==> config.mk <==
export PLATFORM = sky130hd
export DESIGN_NAME = ahbl_splitter_n
export DESIGN_NICKNAME = d
export VERILOG_FILES = /design/src/rtl/ahbl_splitter_n.sv
export SDC_FILE = /design/constraint.sdc
export NUM_CORES = 1
export LEC_CHECK = 0
export BUFFER_PORTS_ARGS = -buffer_cell sky130_fd_sc_hd__buf_2
export CAP_MARGIN = 20
export CORE_AREA = 2 2 96 98
export CTS_CLUSTER_DIAMETER = 60
export DETAILED_ROUTE_END_ITERATION = 10
export DIE_AREA = 0 0 98 100
export GPL_TIMING_DRIVEN = 0
export MAX_ROUTING_LAYER = met4
export PLACE_DENSITY = 0.88
export SLEW_MARGIN = 10
export SYNTH_ARGS = -nofsm -noshare
export SYNTH_HDL_FRONTEND = slang
export SYNTH_SLANG_ARGS = --single-unit
==> constraint.sdc <==
create_clock -name HCLK -period 2.5 [get_ports HCLK]
set_input_delay 0.125 -clock HCLK [delete_from_list [all_inputs] [get_ports HCLK]]
set_output_delay 0.125 -clock HCLK [all_outputs]
set_load 0.01 [all_outputs]
==> src/rtl/ahbl_splitter_n.sv <==
// rtl/ahbl_splitter_n.sv - AHB-Lite 1:N address splitter with built-in default (error) slave
// Decodes HADDR[31:28] to a slave select and muxes the data-phase response back to the master.
module ahbl_splitter_n #(
    parameter int                NS        = 4,
    parameter logic [NS*4-1:0]   S_BASE    = {4'h8, 4'h4, 4'h2, 4'h0},
    parameter logic [31:0]       DEF_RDATA = 32'hBADDBEEF
) (
    input  logic                 HCLK,
    input  logic                 HRESET,
    input  logic [31:0]          HADDR,
    input  logic [1:0]           HTRANS,
    output logic                 HREADY,
    output logic [31:0]          HRDATA,
    output logic                 HRESP,
    output logic [NS-1:0]        S_HSEL,
    input  logic [NS*32-1:0]     S_HRDATA,
    input  logic [NS-1:0]        S_HREADYOUT,
    input  logic [NS-1:0]        S_HRESP,
    output logic [7:0]           ERR_COUNT,
    output logic [31:0]          ERR_ADDR
);

    typedef enum logic [1:0] {
        DS_IDLE = 2'd0,
        DS_ERR1 = 2'd1,
        DS_ERR2 = 2'd2
    } ds_state_t;

    ds_state_t      ds_state_q, ds_state_d;
    logic [NS-1:0]  dsel_q, dsel_d;
    logic [7:0]     err_count_q, err_count_d;
    logic [31:0]    err_addr_q, err_addr_d;
    logic [NS-1:0]  hsel;
    logic           hit;
    logic           unmapped_acc;
    logic           unused_htrans0;

    assign unused_htrans0 = HTRANS[0];

    // Lowest index wins when two slaves share a base nibble.
    always_comb begin
        hsel = '0;
        hit  = 1'b0;
        for (int i = 0; i < NS; i++) begin
            if (!hit && (HADDR[31:28] == S_BASE[i*4 +: 4])) begin
                hsel[i] = 1'b1;
                hit     = 1'b1;
            end
        end
    end

    assign S_HSEL       = hsel;
    assign unmapped_acc = HREADY & HTRANS[1] & ~hit;

    always_ff @(posedge HCLK or posedge HRESET) begin
        if (HRESET) begin
            ds_state_q  <= DS_IDLE;
            dsel_q      <= '0;
            err_count_q <= 8'h00;
            err_addr_q  <= 32'h0;
        end else begin
            ds_state_q  <= ds_state_d;
            dsel_q      <= dsel_d;
            err_count_q <= err_count_d;
            err_addr_q  <= err_addr_d;
        end
    end

    // An unmapped acceptance clears dsel, so the default slave and a real slave never overlap.
    always_comb begin
        ds_state_d  = ds_state_q;
        dsel_d      = dsel_q;
        err_count_d = err_count_q;
        err_addr_d  = err_addr_q;
        if (HREADY) begin
            dsel_d = HTRANS[1] ? hsel : '0;
        end
        if (unmapped_acc) begin
            err_addr_d = HADDR;
            if (err_count_q != 8'hFF) begin
                err_count_d = err_count_q + 8'h01;
            end
        end
        case (ds_state_q)
            DS_IDLE: ds_state_d = unmapped_acc ? DS_ERR1 : DS_IDLE;
            DS_ERR1: ds_state_d = DS_ERR2;
            DS_ERR2: ds_state_d = unmapped_acc ? DS_ERR1 : DS_IDLE;
            default: ds_state_d = DS_IDLE;
        endcase
    end

    always_comb begin
        HREADY = 1'b1;
        HRESP  = 1'b0;
        HRDATA = 32'h0;
        case (ds_state_q)
            DS_ERR1: begin
                HREADY = 1'b0;
                HRESP  = 1'b1;
                HRDATA = DEF_RDATA;
            end
            DS_ERR2: begin
                HREADY = 1'b1;
                HRESP  = 1'b1;
                HRDATA = DEF_RDATA;
            end
            default: begin
                for (int i = 0; i < NS; i++) begin
                    if (dsel_q[i]) begin
                        HREADY = S_HREADYOUT[i];
                        HRESP  = S_HRESP[i];
                        HRDATA = S_HRDATA[i*32 +: 32];
                    end
                end
            end
        endcase
    end

    assign ERR_COUNT = err_count_q;
    assign ERR_ADDR  = err_addr_q;

endmodule

==> metrics.yaml <==
outcome:
  outcome: "finished clean"
synthesis:
  ys_warn_count: 0
  ys_seq_elements: 46
  synth.distinct_cells: 37
  synth_top_area_share_pct: 35.6
  synthCells: 320
  synth_area_mm2: 0.00323
  syn_nets: 497
  yosysSeqAreaShare_pct: 35.6
  synth_top_area_cell: "dfrtp_1"
  avgSynthCellArea_um2: 10.1
  synth.area.top_cells: "dfrtp_1 36%, mux2_4 13%, a221oi_1 8.4%"
drt:
  wl_mm: 11.8
  avgViaCountPerCell: 5.37
  dr.pass1.iters: 6
  vias: 3713
  routedWlPerCell_um: 17.0
  first_iter_violations: 172
  drc_errors: 0
  ant_nets: 0
floorplanning:
  die_x_um: 98
  initial_utilization_pct: 36.3
  rows: 35
  core_mm2: 0.00889
  die_area_mm2: 0.00980
  die_height_um: 100
  boundaryPins: 250
power_and_ir_drop:
  clock_power_share_pct: 9.2
  p_int_mw: 2.97
  power.switching_mw: 2.11
  p_sw_share_pct: 41.6
  power_frac_seq_pct: 25.7
  combPwrFrac_pct: 65.2
  power_density_mw_per_mm2: 1070
  total_power_mw: 5.08
  power_leakage_nw: 2.58
  ir_worst_vdd_mv: 0.745
timing:
  max_slew_margin_pct: 57.1
  max_freq_mhz: 442
  setup_viol: 0
  grt_setup_unrepaired: "no"
  tightest_slew_ns: 0.635
  min_period_ns: 2.26
  setup-tns-final_ns: 0
  drv_slew: 0
  hold_viol_final: 0
  fin_hold_ws_ns: 0.0571
  finalClockSkew_ns: 0.00976
  min_period_over_period_pct: 90.6
global_route:
  grt_pass1_wl_mm: 18.1
  grt_max_degree: 25
  grt_pass1_vias: 3674
  overflow: 0
  grt_usage_pct: 23.1
  antenna_found_initial: 0
cts:
  cts_tree: "done"
  cts_made_buffers: 5
  clk_latency_ns: 0.29
  clk_path_buf_depth: 2
  path_clk_slew_ns: 0.09
  cts-root-buf: "clkbuf_8"
  cts.sinks: 46
  cts_htree_levels: 2
final_layout:
  drive_above_1_share_pct: 52.9
  fin_nets: 756
  final_common_cell: "buf_2"
  final_cell_mix: "248 x buf_2, 46 x dfrtp_1, 34 x nor3_1"
  fin_util_pct: 53.6
  areaGrowthSynthToFinish_pct: 47.5
place:
  place_hpwl_mm: 9.43
  gp_congestion: 0.862
  io_buffers: 248
worst_setup_path:
  end_kind: "flip-flop"
  worstSetupPathType: "flip-flop to flip-flop"
  worstPathRequired_ns: 2.68
  path_max_fanout: 10
  worst_ep_arrival_time_ns: 2.44
  startpoint_type: "flip-flop"
hold_path:
  hold_class: "input port to flip-flop"
run:
  maxCapViolations: 0
## critical path: stages, from the launching register on
cell,delay (ns)
dfrtp_1,0.41
inv_1,0.10
ha_2,0.35
a21oi_1,0.13
o21ai_0,0.21
o211ai_4,0.41
nor2_8,0.09
buf_12,0.17
mux2_4,0.30
## power groups by stage
stage	Clock, mW	Combinational, mW	Sequential (mW)
global route	0.504	3.57	1.34
floorplan	0	1.90	1.43
detailed placement	0	3.24	1.30
global placement	0	3.16	1.29
finish	0.465	3.31	1.30
CTS	0.474	3.26	1.30
## sequential cells by signal (all words and copies together) (netlist names)
name        flops
ERR_ADDR       32
ERR_COUNT       8
ds_state_q      2
dsel_q          4
## synthesized netlist by cell type
master and number:
dfrtp_1 46, nor3_1 34, a221oi_1 31, nor2b_1 31, mux2_4 29, a211o_1 26, clkbuf_1 22, nand2_1 15
a21oi_1 12, nor2_1 11, o21ai_0 9, inv_1 6, and3_1 5, ha_1 5, mux2_2 4, xor2_1 4
buf_1 3, buf_12 3, nand4_1 3, nand2b_1 2, nor4_1 2, nor4b_1 2, a2111oi_4 1, a31oi_1 1
a41oi_1 1, and2_1 1, and2b_4 1, and4_1 1, buf_4 1, inv_2 1, nand3b_1 1, nor2_8 1
nor2b_4 1, o211ai_4 1, o21a_1 1, o21ai_2 1, xnor2_1 1
## area by class of cell
cell class	count	area [µm²]
timing repair buffer	253	1300
clock inverter	1	5.00
fill	810	4120
buffer	28	160
clock buffer	7	86.3
tap	111	139
sequential	46	1150
multi-input combinational	238	1890
antenna	1	2.50
inverter	7	26.3
## cells by family (layout without fill, tap and decap cells)
family	Yosys count	in the layout	synth area share [%]
compound gates	84	84	21.2
xor+xnor	5	5	1.36
fa+ha+maj	5	5	1.94
buf+inv	36	296	5.81
flops	46	46	35.6
mux	33	33	14.9
other cells	0	1	0
simple gates	111	111	19.2
## path summary, 6_finish.rpt
path | slack, ns | start | endpoint | cells after the start
setup / recovery | 0.24 | ds_state_q[1] | ERR_ADDR[14] | 8
hold / removal | 0.06 | HADDR[7] | ERR_ADDR[7] | 2
setup reg to reg | 0.24 | ds_state_q[1] | ERR_ADDR[14] | 8
hold reg to reg | 0.50 | ERR_COUNT[5] | ERR_COUNT[5] | 1
max in group asynchronous | 1.58 | HRESET | dsel_q[2] | 4
min in group asynchronous | 0.42 | HRESET | ERR_ADDR[7] | 3
## metrics by stage
step / cell area, µm² / cells / setup WS (ns)
3_3_place_gp: 4610 / 679 / 0.112
5_1_grt: 4760 / 691 / 0.0791
6_report: 4770 / 692 / 0.235
3_5_place_dp: 4640 / 680 / 0.0224
2_1_floorplan: 3230 / 320 / 0.410
4_1_cts: 4740 / 689 / 0.0134
## repair_timing
item,4_1_cts,5_1_grt
setup endpoints to repair,0,36
resized for setup,0,4
buffers inserted,0,3
hold buffers,1,0
hold endpoints to repair,22,0
## per-layer routing
layer  wire length [µm]  track usage, %  part of all wire, %  vias up
met5                  0               -                    0        -
met4                190            6.52                  1.6        0
met3                915            3.06                  7.8       20
met2               5960            39.3                   51      230
met1               4720            28.9                   40     1742
li1                   -               -                    -     1721
Power figures use the tool's default switching activity.
